## src/rtl/sound_pkg.sv

```systemverilog
// Shared definitions for the game sound sequencer: sequence codes (also used by
// the tone generator), FSM state encoding and event priority order.
package sound_pkg;

  localparam logic [1:0] SEL_START = 2'b00;
  localparam logic [1:0] SEL_SCORE = 2'b01;
  localparam logic [1:0] SEL_HIGH  = 2'b10;
  localparam logic [1:0] SEL_END   = 2'b11;

  typedef enum logic [1:0] {
    IDLE = 2'd0,
    PLAY = 2'd1,
    GAP  = 2'd2
  } state_t;

  // Lowest priority in the least significant slot; slot index is the rank.
  localparam logic [7:0] PRIO_ORDER = {SEL_END, SEL_HIGH, SEL_START, SEL_SCORE};

  function automatic logic [1:0] prio_rank(input logic [1:0] code);
    logic [1:0] rank;
    rank = 2'd0;
    for (int i = 0; i < 4; i++) begin
      if (PRIO_ORDER[2*i +: 2] == code) rank = 2'(i);
    end
    return rank;
  endfunction

endpackage

```

## src/rtl/sound_priority_encoder.sv

```systemverilog
// Fixed-priority pick of the winning pending event; pending bits are indexed
// by sequence code.
module sound_priority_encoder
  import sound_pkg::*;
(
  input  logic [3:0] pending,
  output logic       valid,
  output logic [1:0] sel
);

  always_comb begin
    valid = 1'b0;
    sel   = SEL_START;
    // Walk from lowest to highest rank so the highest pending bit wins.
    for (int i = 0; i < 4; i++) begin
      if (pending[PRIO_ORDER[2*i +: 2]]) begin
        valid = 1'b1;
        sel   = PRIO_ORDER[2*i +: 2];
      end
    end
  end

endmodule

```

## src/rtl/sound_event_sequencer.sv

```systemverilog
// Latches game events and paces tone-generator sequences with a silent gap.
// Optional feature macro: SOUND_PREEMPT_EN (higher-priority event restarts playback).
module sound_event_sequencer
  import sound_pkg::*;
#(
  parameter int NOTE_CYCLES   = 25_000_000,
  parameter int NOTES_PER_SEQ = 8,
  parameter int GAP_CYCLES    = 5_000_000
) (
  input  logic       clk,
  input  logic       reset,
  input  logic       evt_start,
  input  logic       evt_score,
  input  logic       evt_high,
  input  logic       evt_end,
  input  logic       mute,
  output logic [1:0] sel,
  output logic [2:0] note_idx,
  output logic       note_strobe,
  output logic       play,
  output logic       busy,
  output logic       seq_done
);

  localparam int         NW        = (NOTE_CYCLES > 1) ? $clog2(NOTE_CYCLES) : 1;
  localparam int         GW        = (GAP_CYCLES > 0) ? $clog2(GAP_CYCLES + 1) : 1;
  localparam logic [2:0] LAST_NOTE = 3'(NOTES_PER_SEQ - 1);

  state_t        state_q, state_d;
  logic [3:0]    pending_q, pending_d, evt_vec, clr_vec;
  logic [1:0]    sel_q, sel_d;
  logic [2:0]    note_idx_q, note_idx_d;
  logic [NW-1:0] note_cnt_q, note_cnt_d;
  logic [GW-1:0] gap_cnt_q, gap_cnt_d;
  logic          strobe_q, strobe_d;
  logic          done_q, done_d;
  logic          win_valid;
  logic [1:0]    win_sel;
  logic          note_wrap, last_wrap, gap_end, preempt;

  assign evt_vec = {evt_end, evt_high, evt_score, evt_start};

  sound_priority_encoder u_prio (
    .pending(pending_q),
    .valid  (win_valid),
    .sel    (win_sel)
  );

  assign note_wrap = 32'(note_cnt_q) >= 32'(NOTE_CYCLES - 1);
  assign last_wrap = note_wrap && (note_idx_q >= LAST_NOTE);
  assign gap_end   = 32'(gap_cnt_q) >= 32'(GAP_CYCLES - 1);

`ifdef SOUND_PREEMPT_EN
  assign preempt = (state_q == PLAY) && win_valid && (prio_rank(win_sel) > prio_rank(sel_q));
`else
  assign preempt = 1'b0;
`endif

  always_ff @(posedge clk or posedge reset) begin
    if (reset) begin
      state_q    <= IDLE;
      pending_q  <= '0;
      sel_q      <= '0;
      note_idx_q <= '0;
      note_cnt_q <= '0;
      gap_cnt_q  <= '0;
      strobe_q   <= 1'b0;
      done_q     <= 1'b0;
    end else begin
      state_q    <= state_d;
      pending_q  <= pending_d;
      sel_q      <= sel_d;
      note_idx_q <= note_idx_d;
      note_cnt_q <= note_cnt_d;
      gap_cnt_q  <= gap_cnt_d;
      strobe_q   <= strobe_d;
      done_q     <= done_d;
    end
  end

  always_comb begin
    state_d = state_q;
    unique case (state_q)
      IDLE:    if (win_valid) state_d = PLAY;
      PLAY:    if (!preempt && last_wrap) state_d = (GAP_CYCLES == 0) ? IDLE : GAP;
      GAP:     if (gap_end) state_d = IDLE;
      default: state_d = IDLE;
    endcase
  end

  always_comb begin
    clr_vec    = '0;
    sel_d      = sel_q;
    note_idx_d = note_idx_q;
    note_cnt_d = note_cnt_q;
    gap_cnt_d  = gap_cnt_q;
    strobe_d   = 1'b0;
    done_d     = 1'b0;
    if ((state_q == IDLE && win_valid) || preempt) begin
      // Start (or restart) playback of the winning event; its pending bit is consumed.
      clr_vec[win_sel] = 1'b1;
      sel_d            = win_sel;
      note_idx_d       = '0;
      note_cnt_d       = '0;
    end else if (state_q == PLAY) begin
      if (note_wrap) begin
        note_cnt_d = '0;
        if (last_wrap) begin
          done_d    = 1'b1;
          gap_cnt_d = '0;
        end else begin
          note_idx_d = note_idx_q + 3'd1;
          strobe_d   = 1'b1;
        end
      end else begin
        note_cnt_d = note_cnt_q + 1'b1;
      end
    end else if (state_q == GAP && !gap_end) begin
      gap_cnt_d = gap_cnt_q + 1'b1;
    end
    pending_d = (pending_q & ~clr_vec) | evt_vec;
  end

  always_comb begin
    sel         = sel_q;
    note_idx    = note_idx_q;
    note_strobe = strobe_q;
    seq_done    = done_q;
    play        = (state_q == PLAY) && !mute;
    busy        = (state_q != IDLE);
  end

endmodule

```

## config.mk

```make
export PLATFORM = sky130hd
export DESIGN_NAME = sound_event_sequencer
export DESIGN_NICKNAME = d
export VERILOG_FILES = /design/src/rtl/sound_pkg.sv /design/src/rtl/sound_priority_encoder.sv /design/src/rtl/sound_event_sequencer.sv
export SDC_FILE = /design/constraint.sdc
export NUM_CORES = 1
export LEC_CHECK = 0
export CAP_MARGIN = 25
export CORE_ASPECT_RATIO = 1.2
export CORE_MARGIN = 1
export CORE_UTILIZATION = 50
export DETAILED_ROUTE_END_ITERATION = 10
export DONT_BUFFER_PORTS = 1
export PLACE_DENSITY = 0.7
export SLEW_MARGIN = 15
export SYNTH_ARGS = -nofsm -noshare
export SYNTH_HDL_FRONTEND = slang
export SYNTH_SLANG_ARGS = --single-unit
```

## constraint.sdc

```tcl
create_clock -name clk -period 4 [get_ports clk]
set_clock_uncertainty 0.2 [all_clocks]
set_input_delay 0.4 -clock clk [delete_from_list [all_inputs] [get_ports clk]]
set_output_delay 0.4 -clock clk [all_outputs]
set_load 0.02 [all_outputs]
```

==> impl_results.md <==
- Result of the run: finished, final reports clean
- Path type of the worst min-delay path: reg2reg
- Post-route minimum period: around 2.9 ns
- Reg-to-reg slack, setup: between 1 and 1.5 ns
- Routability cong.: between 0.8 and 0.9
- Post-detailed-route via-to-cell ratio: approximately 6.1
- Leakage Power: approximately 1.5 nW
- Commonest non-fill, non-tap cells in the layout: sky130_fd_sc_hd__dfrtp_1, sky130_fd_sc_hd__nor2_1, sky130_fd_sc_hd__nand2_1, sky130_fd_sc_hd__nand3_1, sky130_fd_sc_hd__o21ai_0
- Number of detailed-routing iterations run before antenna repair: 4
- Total half-perimeter wirelength after legalization and detailed placement: roughly 4700 um
- Leading cell type in the layout, fill and taps excluded: sky130_fd_sc_hd__dfrtp_1
- Clock tree from TritonCTS: yes
- GRT Resource Usage Total: 22.21%
- Switching Power: around 0.00025 W
- Upper clock frequency limit: between 0.3 and 0.4 GHz
- Die Span X: 75.55 um
- Number of diodes added for antenna fixing: 0
- Worst voltage drop across the vdd grid: approximately 0.22 mV
- Post-cts gate resize count: 0
- Combined area of all synthesized cells: about 0.0032 mm2
- Share of total power in combinational logic: about 1.5%
- Final Total Pwr: roughly 0.0012 W
- Number of global-route vias before repair: approximately 2500
- Grt total ovfl: 0
- Category of the most critical setup path: reg2reg
- GR peak layer: met2
- Detailed-route wire length per cell: between 15 and 20 um
- Number of antenna violations at the first check in global routing: 0
- Post-CTS setup buffers: 0
- Clock sinks: 61
- Max stage delay cell, worst path: sky130_fd_sc_hd__nand2_1
- Endpoint of the lowest-slack register-to-register path: gap_cnt_q[15]
- Largest fanout on the critical path: 22
- Average instance area after synthesis: about 9.4 um2
- Synth unique cells: 52
- First-pass GRT wire length: between 10000 and 15000 um
- #FFs+latches synth: 61
- Number of max-cap violations: 0
- IO Count: 16
- Crit path capture type: flip-flop
- Worst endpoint required time: approximately 4 ns
- Fraction of final layout cells sized beyond drive strength 1: 7.843%
- Hold wc startpoint: gap_cnt_q[5]
- Async set-reset flop share out of synthesis: 100.0%
- # nets final: ~360
- Sequential area share after synthesis: 47.03%
- Number of warnings issued by yosys: 0
- Crit-path most repeated cell: sky130_fd_sc_hd__a31oi_1
- Reg clk slew, reported paths: roughly 0.07 ns
- Finish-stage setup viols: 0
- Library cell used as clock root buffer: sky130_fd_sc_hd__clkbuf_8
- Reg-to-reg startpoint: gap_cnt_q[0]
- R2r worst-path depth: 7
- RSZ-0062 raised after global routing: false
- Slew headroom: between 40 and 50%
- Power per standard cell area: about 330 mW/mm2
- Sequential group share of total power: between 50 and 60%
- Die Footprint: 0.006819 mm2
- Delay contributed by the slowest stage of the critical path: 0.48 ns
- Skew-Pair Late Insertion Delay: 0.34 ns
- Remaining number of nets flagged by the antenna check after routing: 0
- Pins over their slew limit: 0
- Grt met3 use: approximately 5%
- Share of power burned in the clock network: about 46%
- Nets in the synthesized netlist: 355
- Switching share of power: between 20% and 30%
- Initial core utilization: 52.63%
- Clock tree buffer depth: 2
- DRC viols: 0
- Depth of the worst hold-timing path: 1
- Final clock period utilization by the worst path: 71.72%
- Startpoint type of the worst setup path: flip-flop
- Cell-by-cell listing of the critical path: ha_1 > inv_1 > nor2_2 > a31oi_1 > o21ai_2 > nand2_1 > a31oi_1
- Dominant register cell in the synthesized netlist: sky130_fd_sc_hd__dfrtp_1
- Worst-Margin Slew: 0.7888 ns
- Post-synthesis cell count: between 300 and 400
- Via count of the routed design: 2679
- Clock buffers created by TritonCTS: 9
- Final Hold Violating Endpoints: 0
- First-iteration detailed-routing DRC count: 172
- Placement row count: 31
- Met2 usage in global routing: a little over a third
- Internal portion of total power: a little over 0.0009 W
- Met1 Track Usage GR: approximately 28%
- Total Routed Length: approximately 7000 um
- Maximum level of the CTS H-tree: 3
- Pin count of the biggest net entering global routing: 32
- Core region area: roughly 0.006 mm2
- Number of enable flip-flop cells after synthesis: 0
- Endpoint arrival time on the critical path: approximately 2.9 ns
- Area Overhead vs Synth: 9.715%
- End point of the most critical hold path: gap_cnt_q[5]
- Die outline height: approximately 90 um
- Count of input and output buffers: 0
- Total negative slack for setup checks: 0 ns
-- worst max path at each step --
stage                        from       endpoint  slack (ns)  cells past startpoint
detailed placement   gap_cnt_q[0]  gap_cnt_q[15]        1.16                      7
global route         gap_cnt_q[0]  gap_cnt_q[15]        0.94                      7
finish               gap_cnt_q[0]  gap_cnt_q[15]        1.13                      7
CTS                  gap_cnt_q[0]  gap_cnt_q[15]        1.14                      7
floorplan           gap_cnt_q[10]  gap_cnt_q[19]        1.69                      7
global placement     gap_cnt_q[0]  gap_cnt_q[10]        1.28                      7
-- worst max-delay path: cells and delay by family (launching register included) --
| family | cells | cell delay (ns) |
|---|---|---|
| AND/OR/NAND/NOR | 2 | 0.87 |
| AO/OA/AOI/OAI | 3 | 0.92 |
| flip-flops | 1 | 0.46 |
| adder cells (fa/ha/maj) | 1 | 0.23 |
| buffers and inverters | 1 | 0.08 |
-- what timing repair did --
action	in CTS	in global routing
setup endpoints to repair	0	0
hold endpoints to repair	34	0
hold buffers	5	0
-- synthesized netlist by cell type, types with 3 or more instances --
library cell,number,area (um2)
sky130_fd_sc_hd__nand2_1,27,101.4
sky130_fd_sc_hd__a41oi_1,4,35.03
sky130_fd_sc_hd__a31oi_1,14,87.58
sky130_fd_sc_hd__inv_1,9,33.78
sky130_fd_sc_hd__xor2_1,15,131.4
sky130_fd_sc_hd__nor3_1,4,20.02
sky130_fd_sc_hd__a21o_1,3,22.52
sky130_fd_sc_hd__a31o_2,4,35.03
sky130_fd_sc_hd__xnor2_1,7,61.31
sky130_fd_sc_hd__nand4_1,13,81.33
sky130_fd_sc_hd__or4_1,6,45.04
sky130_fd_sc_hd__o311a_1,3,30.03
sky130_fd_sc_hd__nand3_1,27,135.1
sky130_fd_sc_hd__o211ai_1,8,60.06
sky130_fd_sc_hd__clkbuf_1,5,18.77
sky130_fd_sc_hd__nor4_1,3,18.77
sky130_fd_sc_hd__nor2_1,42,157.7
sky130_fd_sc_hd__and4_1,3,26.28
sky130_fd_sc_hd__dfrtp_1,61,1526
sky130_fd_sc_hd__a21oi_1,4,20.02
sky130_fd_sc_hd__or3_1,4,25.02
sky130_fd_sc_hd__and3_1,7,43.79
sky130_fd_sc_hd__buf_2,4,20.02
sky130_fd_sc_hd__nor2b_1,3,18.77
sky130_fd_sc_hd__ha_1,4,50.05
sky130_fd_sc_hd__a211o_1,5,43.79
sky130_fd_sc_hd__o21ai_0,20,100.1
-- per-layer routing --
layer	part of all wire, %	up-vias
met2	49	40
met5	0	-
met3	2.9	13
met4	1.8	0
met1	46	1329
li1	-	1297
-- stage by stage --
stage	cells	instance area, um2	util, %	setup slack (ns)	hold slack [ns]
finish	439	3561	57.74	1.131	0.2705
global route	439	3561	57.74	0.9350	0.2910
CTS	439	3561	57.74	1.135	0.2739
detailed placement	418	3318	53.80	1.157	0.2024
global placement	418	3318	53.80	1.282	0.2012
floorplan	344	3246	-	1.688	0.2359
-- state kept, by name, summed over array words and instances (netlist names) --
signal       count
gap_cnt_q       23
note_cnt_q      25
note_idx         3
note_strobe      1
pending_q        4
sel              2
seq_done         1
state_q          2
-- kinds of logic after synthesis --
family,after synthesis,synth area share (%)
AND/OR/NAND/NOR,151,23.40
AO/OA/AOI/OAI,83,18.58
flip-flops,61,47.03
XOR/XNOR,22,5.937
buffers and inverters,21,2.891
adder cells (fa/ha/maj),4,1.542
multiplexers,2,0.6168
-- area by class of cell --
class,instances,area (um2)
Timing Repair Buffer,9,80.08
Tap cell,82,102.6
Multi-Input combinational cell,262,1625
Clock buffer,12,145.1
Fill cell,548,2606
Sequential cell,61,1526
Clock inverter,4,47.55
Inverter,9,33.78
-- power by group through the flow --
stage               registers (W)  clock network [W]  logic (W)
floorplan                0.000630                  0  0.0000107
global placement         0.000630                  0  0.0000151
detailed placement       0.000630                  0  0.0000152
CTS                      0.000618           0.000555  0.0000191
global route             0.000618           0.000586  0.0000215
finish                   0.000618           0.000542  0.0000180
No activity file was read; power rests on OpenSTA's default activity.
